$ cat src/rtl/sb_pkg.sv
// sb_pkg: shared definitions for the system-bus interconnect.
//   SB_N_SLAVES / SB_REGION_*  address-region decode geometry (addr[31:24])
//   sb_state_t                 interconnect FSM states
//   sb_req_t                   latched copy of the granted master's request
//   region_onehot()            region index -> one-hot slave request vector
package sb_pkg;

  localparam int SB_N_SLAVES   = 8;
  localparam int SB_REGION_MSB = 31;
  localparam int SB_REGION_LSB = 24;

  typedef enum logic [1:0] {
    IDLE,
    ACCESS,
    RESP
  } sb_state_t;

  typedef struct packed {
    logic        we;
    logic [3:0]  be;
    logic [31:0] addr;
    logic [31:0] wd;
  } sb_req_t;

  function automatic logic [SB_N_SLAVES-1:0] region_onehot(input logic [2:0] region);
    region_onehot         = '0;
    region_onehot[region] = 1'b1;
  endfunction

endpackage

$ cat src/rtl/sb_rr_arbiter.sv
// sb_rr_arbiter: two-way round-robin arbiter for the system bus.
//   clk, rst  system clock, synchronous active-high reset
//   req       per-master request
//   advance   one-cycle strobe: a transaction of master 'served' completed
//   served    index of the master whose transaction just completed
//   grant     index of the master that wins this cycle
//   valid     at least one master is requesting
module sb_rr_arbiter (
  input  logic       clk,
  input  logic       rst,
  input  logic [1:0] req,
  input  logic       advance,
  input  logic       served,
  output logic       grant,
  output logic       valid
);

  // Index of the master that wins a tie; 0 after reset.
  logic ptr;

  // After each completion the other master gets priority, so neither can starve.
  always_ff @(posedge clk) begin
    if (rst) begin
      ptr <= 1'b0;
    end else if (advance) begin
      ptr <= ~served;
    end
  end

  // Tie goes to the pointer; a lone requester always wins.
  always_comb begin
    valid = |req;
    grant = (req == 2'b11) ? ptr : req[1];
  end

endmodule

$ cat src/rtl/sys_bus_arbiter.sv
// sys_bus_arbiter: two-master, eight-slave system-bus interconnect.
// One transaction in flight at a time, decoded by addr[31:24]; unmapped
// regions and slaves that stay silent for TIMEOUT cycles get an error reply.
//   clk_i, rst_i                   clock, synchronous active-high reset
//   m_req_i/we/be/addr/wd          per-master request (master k in slice k)
//   m_ready_o, m_rd_o, m_err_o     one-cycle completion pulse and response
//   s_req_o                        one-hot slave request
//   s_we/be/addr/wd_o              request fields towards the slaves
//   s_rd_i, s_ready_i              per-slave read data (slice k) and ready
module sys_bus_arbiter
  import sb_pkg::*;
#(
  parameter logic [7:0]  SLAVE_MASK = 8'b1000_1001,
  parameter int          TIMEOUT    = 16,
  parameter logic [31:0] ERR_RDATA  = 32'h0000_0000
) (
  input  logic         clk_i,
  input  logic         rst_i,
  input  logic [1:0]   m_req_i,
  input  logic [1:0]   m_we_i,
  input  logic [7:0]   m_be_i,
  input  logic [63:0]  m_addr_i,
  input  logic [63:0]  m_wd_i,
  output logic [1:0]   m_ready_o,
  output logic [31:0]  m_rd_o,
  output logic         m_err_o,
  output logic [7:0]   s_req_o,
  output logic         s_we_o,
  output logic [3:0]   s_be_o,
  output logic [31:0]  s_addr_o,
  output logic [31:0]  s_wd_o,
  input  logic [255:0] s_rd_i,
  input  logic [7:0]   s_ready_i
);

  localparam logic [7:0] CNT_LAST = 8'(TIMEOUT - 1);

  sb_state_t   state, state_nx;
  sb_req_t     lat, lat_nx;
  logic        gnt, gnt_nx;
  logic [7:0]  cnt, cnt_nx;
  logic        err, err_nx;
  logic [31:0] rd, rd_nx;
  logic        advance;

  logic        arb_idx, arb_valid;
  sb_req_t     sel;
  logic [7:0]  sel_region;
  logic        sel_mapped;
  logic [2:0]  region;
  logic        addr_hi_unused;

  sb_rr_arbiter u_arb (
    .clk     (clk_i),
    .rst     (rst_i),
    .req     (m_req_i),
    .advance (advance),
    .served  (gnt),
    .grant   (arb_idx),
    .valid   (arb_valid)
  );

  // Request of whichever master the arbiter currently favours.
  assign sel.we     = m_we_i[arb_idx];
  assign sel.be     = arb_idx ? m_be_i[7:4]    : m_be_i[3:0];
  assign sel.addr   = arb_idx ? m_addr_i[63:32] : m_addr_i[31:0];
  assign sel.wd     = arb_idx ? m_wd_i[63:32]   : m_wd_i[31:0];
  assign sel_region = sel.addr[SB_REGION_MSB:SB_REGION_LSB];
  // Regions >= 8 must not alias onto the mask through their low bits.
  assign sel_mapped = (sel_region < 8'(SB_N_SLAVES)) && SLAVE_MASK[sel_region[2:0]];

  // Once latched, the address is known to lie in region 0..7.
  assign region         = lat.addr[SB_REGION_LSB+2:SB_REGION_LSB];
  assign addr_hi_unused = ^lat.addr[SB_REGION_MSB:SB_REGION_LSB+3];

  always_ff @(posedge clk_i) begin
    if (rst_i) begin
      state <= IDLE;
      lat   <= '0;
      gnt   <= 1'b0;
      cnt   <= '0;
      err   <= 1'b0;
      rd    <= '0;
    end else begin
      state <= state_nx;
      lat   <= lat_nx;
      gnt   <= gnt_nx;
      cnt   <= cnt_nx;
      err   <= err_nx;
      rd    <= rd_nx;
    end
  end

  // Next-state logic. Ready is tested before the timeout so a reply arriving
  // in the last allowed cycle still counts as a success.
  always_comb begin
    state_nx = state;
    lat_nx   = lat;
    gnt_nx   = gnt;
    cnt_nx   = cnt;
    err_nx   = err;
    rd_nx    = rd;
    advance  = 1'b0;
    case (state)
      IDLE: begin
        if (arb_valid) begin
          lat_nx = sel;
          gnt_nx = arb_idx;
          cnt_nx = '0;
          if (sel_mapped) begin
            state_nx = ACCESS;
          end else begin
            err_nx   = 1'b1;
            rd_nx    = ERR_RDATA;
            state_nx = RESP;
          end
        end
      end
      ACCESS: begin
        cnt_nx = cnt + 8'd1;
        if (s_ready_i[region]) begin
          rd_nx    = s_rd_i[{region, 5'd0} +: 32];
          err_nx   = 1'b0;
          state_nx = RESP;
        end else if (cnt == CNT_LAST) begin
          rd_nx    = ERR_RDATA;
          err_nx   = 1'b1;
          state_nx = RESP;
        end
      end
      RESP: begin
        advance  = 1'b1;
        cnt_nx   = '0;
        state_nx = IDLE;
      end
      default: state_nx = IDLE;
    endcase
  end

  // Outputs are gated by state so everything reads 0 outside its window.
  always_comb begin
    s_req_o   = '0;
    s_we_o    = 1'b0;
    s_be_o    = '0;
    s_addr_o  = '0;
    s_wd_o    = '0;
    m_ready_o = '0;
    m_rd_o    = '0;
    m_err_o   = 1'b0;
    if (state == ACCESS) begin
      s_req_o  = region_onehot(region);
      s_we_o   = lat.we;
      s_be_o   = lat.be;
      s_addr_o = {8'd0, lat.addr[23:0]};
      s_wd_o   = lat.wd;
    end
    if (state == RESP) begin
      m_ready_o = gnt ? 2'b10 : 2'b01;
      m_rd_o    = rd;
      m_err_o   = err;
    end
  end

endmodule

$ cat config.mk
export PLATFORM = sky130hd
export DESIGN_NAME = sys_bus_arbiter
export DESIGN_NICKNAME = d
export VERILOG_FILES = /design/src/rtl/sb_pkg.sv /design/src/rtl/sb_rr_arbiter.sv /design/src/rtl/sys_bus_arbiter.sv
export SDC_FILE = /design/constraint.sdc
export NUM_CORES = 1
export LEC_CHECK = 0
export ABC_AREA = 1
export BUFFER_PORTS_ARGS = -buffer_cell sky130_fd_sc_hd__clkbuf_2
export CORE_AREA = 2 2 200 202
export DETAILED_ROUTE_END_ITERATION = 7
export DIE_AREA = 0 0 202 204
export GPL_TIMING_DRIVEN = 1
export PLACE_DENSITY = 0.58
export SLEW_MARGIN = 20
export SYNTH_ARGS = -nofsm -noshare
export SYNTH_HDL_FRONTEND = slang
export SYNTH_SLANG_ARGS = --single-unit
$ cat constraint.sdc
create_clock -name clk_i -period 3.9 [get_ports clk_i]
set_clock_uncertainty 0.1 [all_clocks]
set_input_delay 0.195 -clock clk_i [delete_from_list [all_inputs] [get_ports clk_i]]
set_output_delay 0.195 -clock clk_i [all_outputs]
set_load 0.02 [all_outputs]
-- After elaboration in Yosys (flattened, before gate mapping)
Memories as Yosys holds them, arrays and structs flattened.
Index checks and enable logic that the tools add are counted.
- register bits after elaboration: 109
- bits in latches: 0
- memory bits (writable): 0
- bits in read-only memories: 8
- input bits: 406
- word-level logic and storage cells: 74
- memories kept: 1
- memory list (name ; words ; width ; read ports ; clocked after Yosys merged registers in ; wr ports ; line ; RTL):
    (no name shown) ; 8 ; 1 ; 1 ; 0 ; 0 ; sys_bus_arbiter.sv:70 ; assign sel_mapped = (sel_region < 8'(SB_N_SLAVES)) && SLAVE_MASK[sel_region[2:0]];
- add/sub/neg operators: 1
- $mul: 0
- divide/modulo/power cells: 0
- $lt $le $gt $ge: 5
- eq/ne operators: 7
- shift-type cells: 1
- multiplexer cells: 38
- bitwise gates (word level): 1
- reduce and logical (&&, ||, !) cells: 10
- operators with widths (cell ; number):
    $mux 32 ; 8
    $shiftx 256x9->32 ; 1
    $pmux 32 s2 ; 1
    $mux 24 ; 1
    $pmux 8 s3 ; 1
    $mux 8 ; 2
    $mux 1 ; 13
    $mux 2 ; 6
    $add 8x1->8 const B ; 1
    $eq 8x4->1 const B ; 1
    $lt 3x4->1 const B ; 2
    $lt 8x4->1 const B ; 1
    $mux 4 ; 2
    $reduce_and 2->1 ; 3
    $eq 2x2->1 const B ; 2
    $ne 2x2->1 const B ; 2
    $pmux 2 s2 ; 1
    $reduce_and 4->1 ; 1
    $bmux 1 s3 ; 1
    $demux 1 s3 ; 1
    $ge 3x1->1 const B ; 1
    $ne 3x3->1 const B ; 1
    $reduce_bool 3->1 ; 1
    $eq 2x1->1 const B ; 1
    other kinds (7) ; 8

-- Logic depth before layout (Yosys ltp)
Gate-level depths: netlist (run 1).
- depth after elaboration: 9
- gate-level depth with buffers: 17

-- Hierarchy
Synthesis (run 1) repeated with hierarchy kept, for this count alone.
- cell total of the unflattened synthesis: 1300
- area, all modules: 7623.6 µm²
- modules (own cells, without submodules) (module ; instances ; cells an instance ; area each (µm²) ; seq. area each (µm²)):
    sys_bus_arbiter ; 1 ; 1289 ; 7566.0 ; 2162.1
    sb_rr_arbiter ; 1 ; 11 ; 57.6 ; 20.0

-- Worst setup path before layout (run 1)
Ideal clock, no wire load.
- path kind: flip-flop to flip-flop
- start: register u_arb.ptr
- end: register rd[0]
- data arrival time: 1.951 ns
- slack: 1.738 ns
- stages on the path, launching flop included: 18
- period minus slack after synthesis: 2.162 ns
- cells stage by stage: dfxtp_1 inv_1 nand2_1 nand2_1 inv_1 clkbuf_1 nand2_1 nand2_1 ha_1 inv_1 nand3_1 nand2_1 nand3_1 nand2_1 inv_2 buf_4 nor2_1 nor2_1
- RTL lines (item ; line ; RTL):
    start, declared ; sb_rr_arbiter.sv:19 ; logic ptr;
    start signal, assigned ; sb_rr_arbiter.sv:26 ; ptr <= ~served;
    end signal, assigned ; sys_bus_arbiter.sv:90 ; rd <= rd_nx;
    end, declared ; sys_bus_arbiter.sv:43 ; logic [31:0] rd, rd_nx;

==> results.md, run 1 <==
* Status: finished clean
* P&R area growth vs syn at 37.4%
* Startpoint Class: flop
* DRC at 0
* Worst Path Arrival at 2.96 ns
* Synth Register Bits at 109
* FMAX at 0.362 GHz
* WL final at 36,200 um
* Post-synthesis instance total at 1,577
* Worst-path cell chain: inv_1, nand2_1, nand2_2, inv_2, nand2_1, nand2_1, ha_1, inv_1, nand3_1, nand2_1, nand3_1, buf_4, nand2_1, inv_2, nor2_1, nor2_1
* Total leakage power at 6.71 nW
* DRT met1 WL at 15,600 um
* Die width at 202 um
* Slowest stage delay, CP at 0.45 ns
* CTS max path bufs at 2
* Least-Margin Pin Slew at 0.842 ns
* Top-count cell post-synth: nand2_1
* CP Capture Type: flop
* Worst-skew pair later-pin latency at 0.36 ns
* Most area-consuming cells after synthesis: dfxtp_1 25%, nand2_1 19%, o211ai_1 14%
* RSZ-0062 raised after global routing: false
* Synth Cell Area at 0.00863 mm2
* IO Count at 518
* Library cells used by synthesis at 24
* Num CTS Buffers at 9
* CP top delay family: buffers and inverters
* DIE AREA at 0.0412 mm2
* Starting density of the core at 22.0%
* Root Driver: clkbuf_16
* Setup TNS at 0 ns
* Maximum VDD drop at 0.198 mV
* DR WL met2 at 17,500 um
* Bufs and invs on worst path at 5
* Share of cells above drive strength 1 at 27.8%
* # setup viols final at 0
* Syn avg cell area at 5.47 um2
* Worst reg2reg endpoint: rd[27]
* Worst Setup Path Type: flop to flop
* Site row count at 73
* Ys flop type: dfxtp_1
* Final hold violation count at 0
* Most frequent CP cell: nand2_1
* CP max FO at 34
* Max Cap Viol at 0
* Routed vias/inst at 4.33
* Crit. path cell count at 16
* Die height at 204 um
* Period utilisation layout at 70.8%
* Tmin final at 2.76 ns
* Worst EP required at 4.10 ns
* Slew headroom at 43.8%
* CTS tree: done
* GP Congestion at 0.928
* R2R setup slack at 1.14 ns
* Global route total overflow at 0
* Core Box Area at 0.0392 mm2
* Clock H-tree levels at 3
* Worst Min Path Start: m_wd_i[38]
* Detail Route met3 WL at 1960 um
* WL per Instance at 14.2 um
* Part of the Yosys area used for sequential elements at 25.3%
* HPWL Detailed at 29,100 um
* Final slew viol count at 0
* Synth cell count leaders: 427 x nand2_1, 281 x inv_1, 248 x nor2_1, 158 x o211ai_1, 109 x dfxtp_1
* Total Power at 3.42 mW
* Hold WC Path Type: input pin to flop
* Pin count of the biggest net entering global routing at 213
* Hold Buf Count CTS at 0
* Reg2reg start: u_arb.ptr
* Top Metal Used: met4
* # resized after CTS at 0
* Port bufs at 509
* Hold Path End: lat[6]
* Share of the synthesized area in the top cell type at 25.3%
* Via count at 11,000
* Number of synthesized flops with an enable pin at 0
* Synth Warn # at 0
* Total Routing Usage GR at 17.0%
* Leading area contributor after synthesis: dfxtp_1
* Ys async rst share at 0%
* Clock sink count at 109
* Iter 0 DRT Violations at 667
* Slowest stage cell on the critical path: inv_2
* Worst-path clk slew at 0.08 ns
* Vias in the first global route at 10,400
* Post-DRT Antenna Nets at 0
* Post-CTS setup buffers at 0
* Initial antenna violation count at 4
* Drt pass-1 iters at 5
* Worst R2R Path Depth at 16
* Nets@finish at 2,419
* Cell Pwr Density at 288 mW/mm2
* First-pass GRT wire length at 55,600 um
* Hold Path Stages at 5
layout make-up:
class | instances | area, um2
antenna | 4 | 10.0
clock buffer | 10 | 239
clock inverter | 6 | 61.3
fill | 4549 | 27300
inverter | 349 | 1310
multi-input combinational | 1016 | 4680
sequential | 109 | 2190
tap | 525 | 657
timing repair buffer | 526 | 2710
worst min-delay path: stages:
cell,delay [ns]
clkbuf_2,0.07
nand2_1,0.04
nand3_1,0.06
o211ai_1,0.07
inv_1,0.05
per-layer routing:
metal	GRT usage, %	vias to the layer above
met2	28.6	335
met1	21.6	4965
met4	6.96	0
met3	2.97	65
met5	0	-
li1	-	5654
cells by family (layout without fill, tap and decap cells):
group,count (synthesis),in the layout,synth area share [%]
DFF,109,109,25.3
adders and majority gates,2,2,0.290
and+or+nand+nor,791,791,36.2
other,1,12,0.0434
AOI/OAI and AO/OA,215,215,17.3
buffers and inverters,459,891,20.9
worst max path at each step:
stage	slack [ns]	to	from
detailed placement	1.13	rd[24]	u_arb.ptr
global route	0.81	rd[0]	u_arb.ptr
global placement	1.25	rd[0]	u_arb.ptr
floorplan	1.74	rd[0]	u_arb.ptr
finish	1.14	rd[27]	u_arb.ptr
CTS	1.11	rd[1]	u_arb.ptr
registers in the layout, indices dropped and copies added, names as in the netlist:
register   flops
err            1
u_arb.ptr      1
state          2
cnt            8
gnt            1
rd            32
lat           64
layout by cell type, fill, tap and decap left out:
master	count
nor2_2	4
o21ai_0	7
a21oi_4	1
a221oi_1	2
nand2_1	425
inv_6	1
diode_2	4
inv_1	280
o21ai_1	34
nor2_1	248
clkbuf_2	509
or2_0	1
bufinv_16	1
nand3b_1	1
inv_2	7
dfxtp_4	1
a21oi_1	11
clkinv_2	5
clkinv_1	60
nand2_2	2
dfxtp_1	108
nand3_1	107
o211ai_1	158
buf_12	3
conb_1	8
ha_1	2
nor3_1	2
a211oi_1	2
nor2_4	1
clkbuf_8	1
clkbuf_16	9
buf_4	14
clkinvlp_4	1
power breakdown:
group,switching (mW),internal [mW]
Combinational,0.737,0.448
Clock,0.435,0.515
Sequential,0.0629,1.22
metrics by stage:
step / hold slack (ns) / worst slack (ns) / std cells / util [%] / area, um2
after detailed placement: 0.361 / 1.13 / 2525 / 29.5 / 11600
after floorplan: 0.173 / 1.74 / 1584 / - / 8660
after CTS: 0.0338 / 1.11 / 2541 / 30.2 / 11900
after global routing: 0.0588 / 0.813 / 2545 / 30.3 / 11900
final: 0.0563 / 1.14 / 2545 / 30.3 / 11900
after global placement: 0.359 / 1.25 / 2525 / 29.5 / 11600
Note: power is estimated with default switching activity, not from simulation.
==> run 2, diff against run 1 <==
--- a/config.mk
+++ b/config.mk
@@ -7,11 +7,11 @@
 export LEC_CHECK = 0
 export ABC_AREA = 1
 export BUFFER_PORTS_ARGS = -buffer_cell sky130_fd_sc_hd__clkbuf_2
-export CORE_AREA = 2 2 200 202
+export CORE_AREA = 2 2 201 203
 export DETAILED_ROUTE_END_ITERATION = 7
-export DIE_AREA = 0 0 202 204
+export DIE_AREA = 0 0 203 205
 export GPL_TIMING_DRIVEN = 1
-export PLACE_DENSITY = 0.58
+export PLACE_DENSITY = 0.59
 export SLEW_MARGIN = 20
 export SYNTH_ARGS = -nofsm -noshare
 export SYNTH_HDL_FRONTEND = slang
==> constraint.sdc (replaced) <==
create_clock -name clk_i -period 2.2 [get_ports clk_i]
set_clock_uncertainty 0.1 [all_clocks]
set_input_delay 0.11 -clock clk_i [delete_from_list [all_inputs] [get_ports clk_i]]
set_output_delay 0.11 -clock clk_i [all_outputs]
set_load 0.02 [all_outputs]
==> run 2 against run 1 <==
Die area rose by 0.99%. Core utilization increased by 2.6 points. Via count increased by 4.2%. Setup slack worse by 0.99 ns. Worst hold slack got worse by 0.048 ns. Count of clock-buffer cells in the layout unchanged. Clock power up 74%. Sequential power rose by 77%. Critical path depth unchanged. Largest power group is now combinational logic. Highest routed layer unchanged.
==> results.md, run 2 (same netlist as run 1, synthesis figures left out) <==
* Status: finished clean
* Vias in the first global route at 11,100 (+6.4%)
* Tmin final at 2.05 ns (-0.708 ns)
* Top reg by flops: lat
* GP Congestion at 0.927 (about the same)
* Hold WC Path Type: input pin to flop
* # setup viols final at 0 (unchanged)
* Root Driver: clkbuf_16
* CP Capture Type: flop
* Startpoint Class: flop
* Seq pwr share at 36.5% (-1.0 points)
* Sw Share at 36.6% (+0.45 points)
* Drt pass-1 iters at 7 (+2)
* WL final at 37,600 um (+3.7%)
* Pin count of the biggest net entering global routing at 97 (-54%)
* Multi-input combinational cell area at 0.00470 mm2 (+0.27%)
* Worst Setup Path Type: flop to flop
* Sequential cell area at 0.00219 mm2 (unchanged)
* Post-DRT Antenna Nets at 0 (unchanged)
* Worst EP required at 2.40 ns (-1.70 ns)
* Placed insts at 2,546 (+0.83%)
* Least-Margin Pin Slew at 0.659 ns (-0.183 ns)
* Slew headroom at 56.0% (+12 points)
* Commonest non-fill, non-tap cell in the layout: clkbuf_2
* Num CTS Buffers at 9 (unchanged)
* Period utilisation layout at 93.3% (+23 points)
* Pint at 3.95 mW (+81%)
* Global route total overflow at 0 (unchanged)
* Worst-skew pair later-pin latency at 0.36 ns (about the same)
* Slowest stage cell on the critical path: dfxtp_1
* Switch Pwr at 2.28 mW (+84%)
* Iter 0 DRT Violations at 869 (+30%)
* Cell Pwr Density at 481 mW/mm2 (+67%)
* Initial antenna violation count at 2 (-2)
* Total Power at 6.22 mW (+82%)
* Clock Power Share at 26.5% (-1.3 points)
* IO Count at 518 (unchanged)
* Final core utilization at 32.9% (+2.6 points)
* Site row count at 73 (unchanged)
* Total Routing Usage GR at 17.3% (+0.30 points)
* Fin cells at 2,646 (+4.0%)
* Port bufs at 509 (unchanged)
* HPWL Detailed at 29,300 um (+0.50%)
* Regs by FF count: lat x64, rd x32, cnt x8
* Routed vias/inst at 4.34 (+0.23%)
* Starting density of the core at 21.9% (-0.10 points)
* Via count at 11,500 (+4.2%)
* Final hold violation count at 0 (unchanged)
* CP max FO at 16 (-53%)
* Worst-path cell chain: inv_2, nand2_2, nand2_4, inv_2, nand2_1, nand2_1, ha_1, inv_1, nand3_1, nand2_1, nand3_2, buf_6, clkbuf_16, nand3_1, nand2_1, nor2_1
* Slowest stage delay, CP at 0.31 ns (-0.14 ns)
* Nets@finish at 2,522 (+4.3%)
* Maximum VDD drop at 0.419 mV (+110%)
* WL per Instance at 14.2 um (-0.31%)
* Final slew viol count at 0 (unchanged)
* Max reg flops at 64 (unchanged)
* Share of cells above drive strength 1 at 27.7% (-0.076 points)
* Core Box Area at 0.0394 mm2 (+0.47%)
* Die width at 203 um (+0.50%)
* First-pass GRT wire length at 57,200 um (+3.0%)
* CTS tree: done
* Most frequent cells in the layout: 509 x clkbuf_2, 424 x nand2_1, 279 x inv_1
* DIE AREA at 0.0416 mm2 (+0.99%)
* Total leakage power at 7.20 nW (+7.3%)
* DRC at 0 (unchanged)
* Clock H-tree levels at 3 (unchanged)
* Most frequent CP cell: nand2_1
* Worst-path clk slew at 0.08 ns (about the same)
* Worst Path Arrival at 2.25 ns (-0.71 ns)
* Fillers at 4,459 (-2.0%)
* CTS max path bufs at 2 (unchanged)
* Comb pwr share at 37.0% (+2.3 points)
* FMAX at 0.487 GHz (+34%)
* P&R area growth vs syn at 50.0%
* Clock sink count at 109 (unchanged)
* Die height at 205 um (+0.49%)
* Max Cap Viol at 0 (unchanged)
[run 2: cell count changes in the layout (fill, tap and decap cells not counted), sizes merged]
cell,previous run,this run
diode,4,2
dlygate4sd3,0,79
clkbuf,519,520
bufinv,1,0
clkinv,65,62
inv,288,292
buf,17,40
[run 2: critical path, delay by kind of cell, from the launching register on]
family	cells	cell delay, ns
flops	1	0.31
simple gates	10	0.79
fa+ha+maj	1	0.29
buf+inv	5	0.49
[run 2: what timing repair did]
item	CTS	global route
pin swaps	0	8
gates cloned	0	1
hold endpoints to repair	45	0
hold buffers	79	0
gates resized for setup	1	7
endpoints found under the setup margin	32	75
setup buffers	0	2
[run 2: layer usage]
metal	track usage (%)	routed length [um]	up-vias
li1	-	-	5855
met1	21.4	16000	5186
met2	30.6	18500	373
met3	2.86	2000	69
met4	5.81	1070	0
met5	0	0	-
[run 2: power by group through the flow]
stage / Clock [mW] / Combinational (mW) / Sequential (mW)
2_1_floorplan: 0 / 1.34 / 2.28
3_3_place_gp: 0 / 2.18 / 2.31
3_5_place_dp: 0 / 2.20 / 2.31
4_1_cts: 1.74 / 2.32 / 2.27
5_1_grt: 1.81 / 2.61 / 2.30
6_report: 1.65 / 2.31 / 2.27
[run 2: through the flow]
| step | area [um2] | hold WS, ns | setup slack (ns) | TNS, ns |
|---|---|---|---|---|
| after floorplan | 8660 | 0.0885 | 0.0379 | 0 |
| after global placement | 11800 | 0.336 | 0.0570 | 0 |
| after detailed placement | 11800 | 0.344 | -0.0151 | -0.0463 |
| after CTS | 12900 | 0.000305 | 0.0847 | 0 |
| after global routing | 12900 | 0.0123 | -0.0292 | -0.251 |
| final | 12900 | 0.00818 | 0.147 | 0 |
[run 2: final cells by class]
class | count | area share, %
multi-input combinational | 1016 | 36.3
inverter | 349 | 10.2
sequential | 109 | 16.9
clock inverter | 6 | 0.415
timing repair buffer | 629 | 29.3
antenna | 2 | 0.0387
tap | 525 | 5.07
clock buffer | 10 | 1.85
[run 2: path summary, 6_finish.rpt]
kind | startpoint | end | slack [ns] | cells past startpoint
worst min-delay path | m_addr_i[10] | lat[42] | 0.008 | 5
worst max register to register | u_arb.ptr | rd[12] | 0.15 | 16
worst max-delay path | u_arb.ptr | rd[12] | 0.15 | 16
worst min register to register | rd[18] | rd[18] | 0.37 | 2
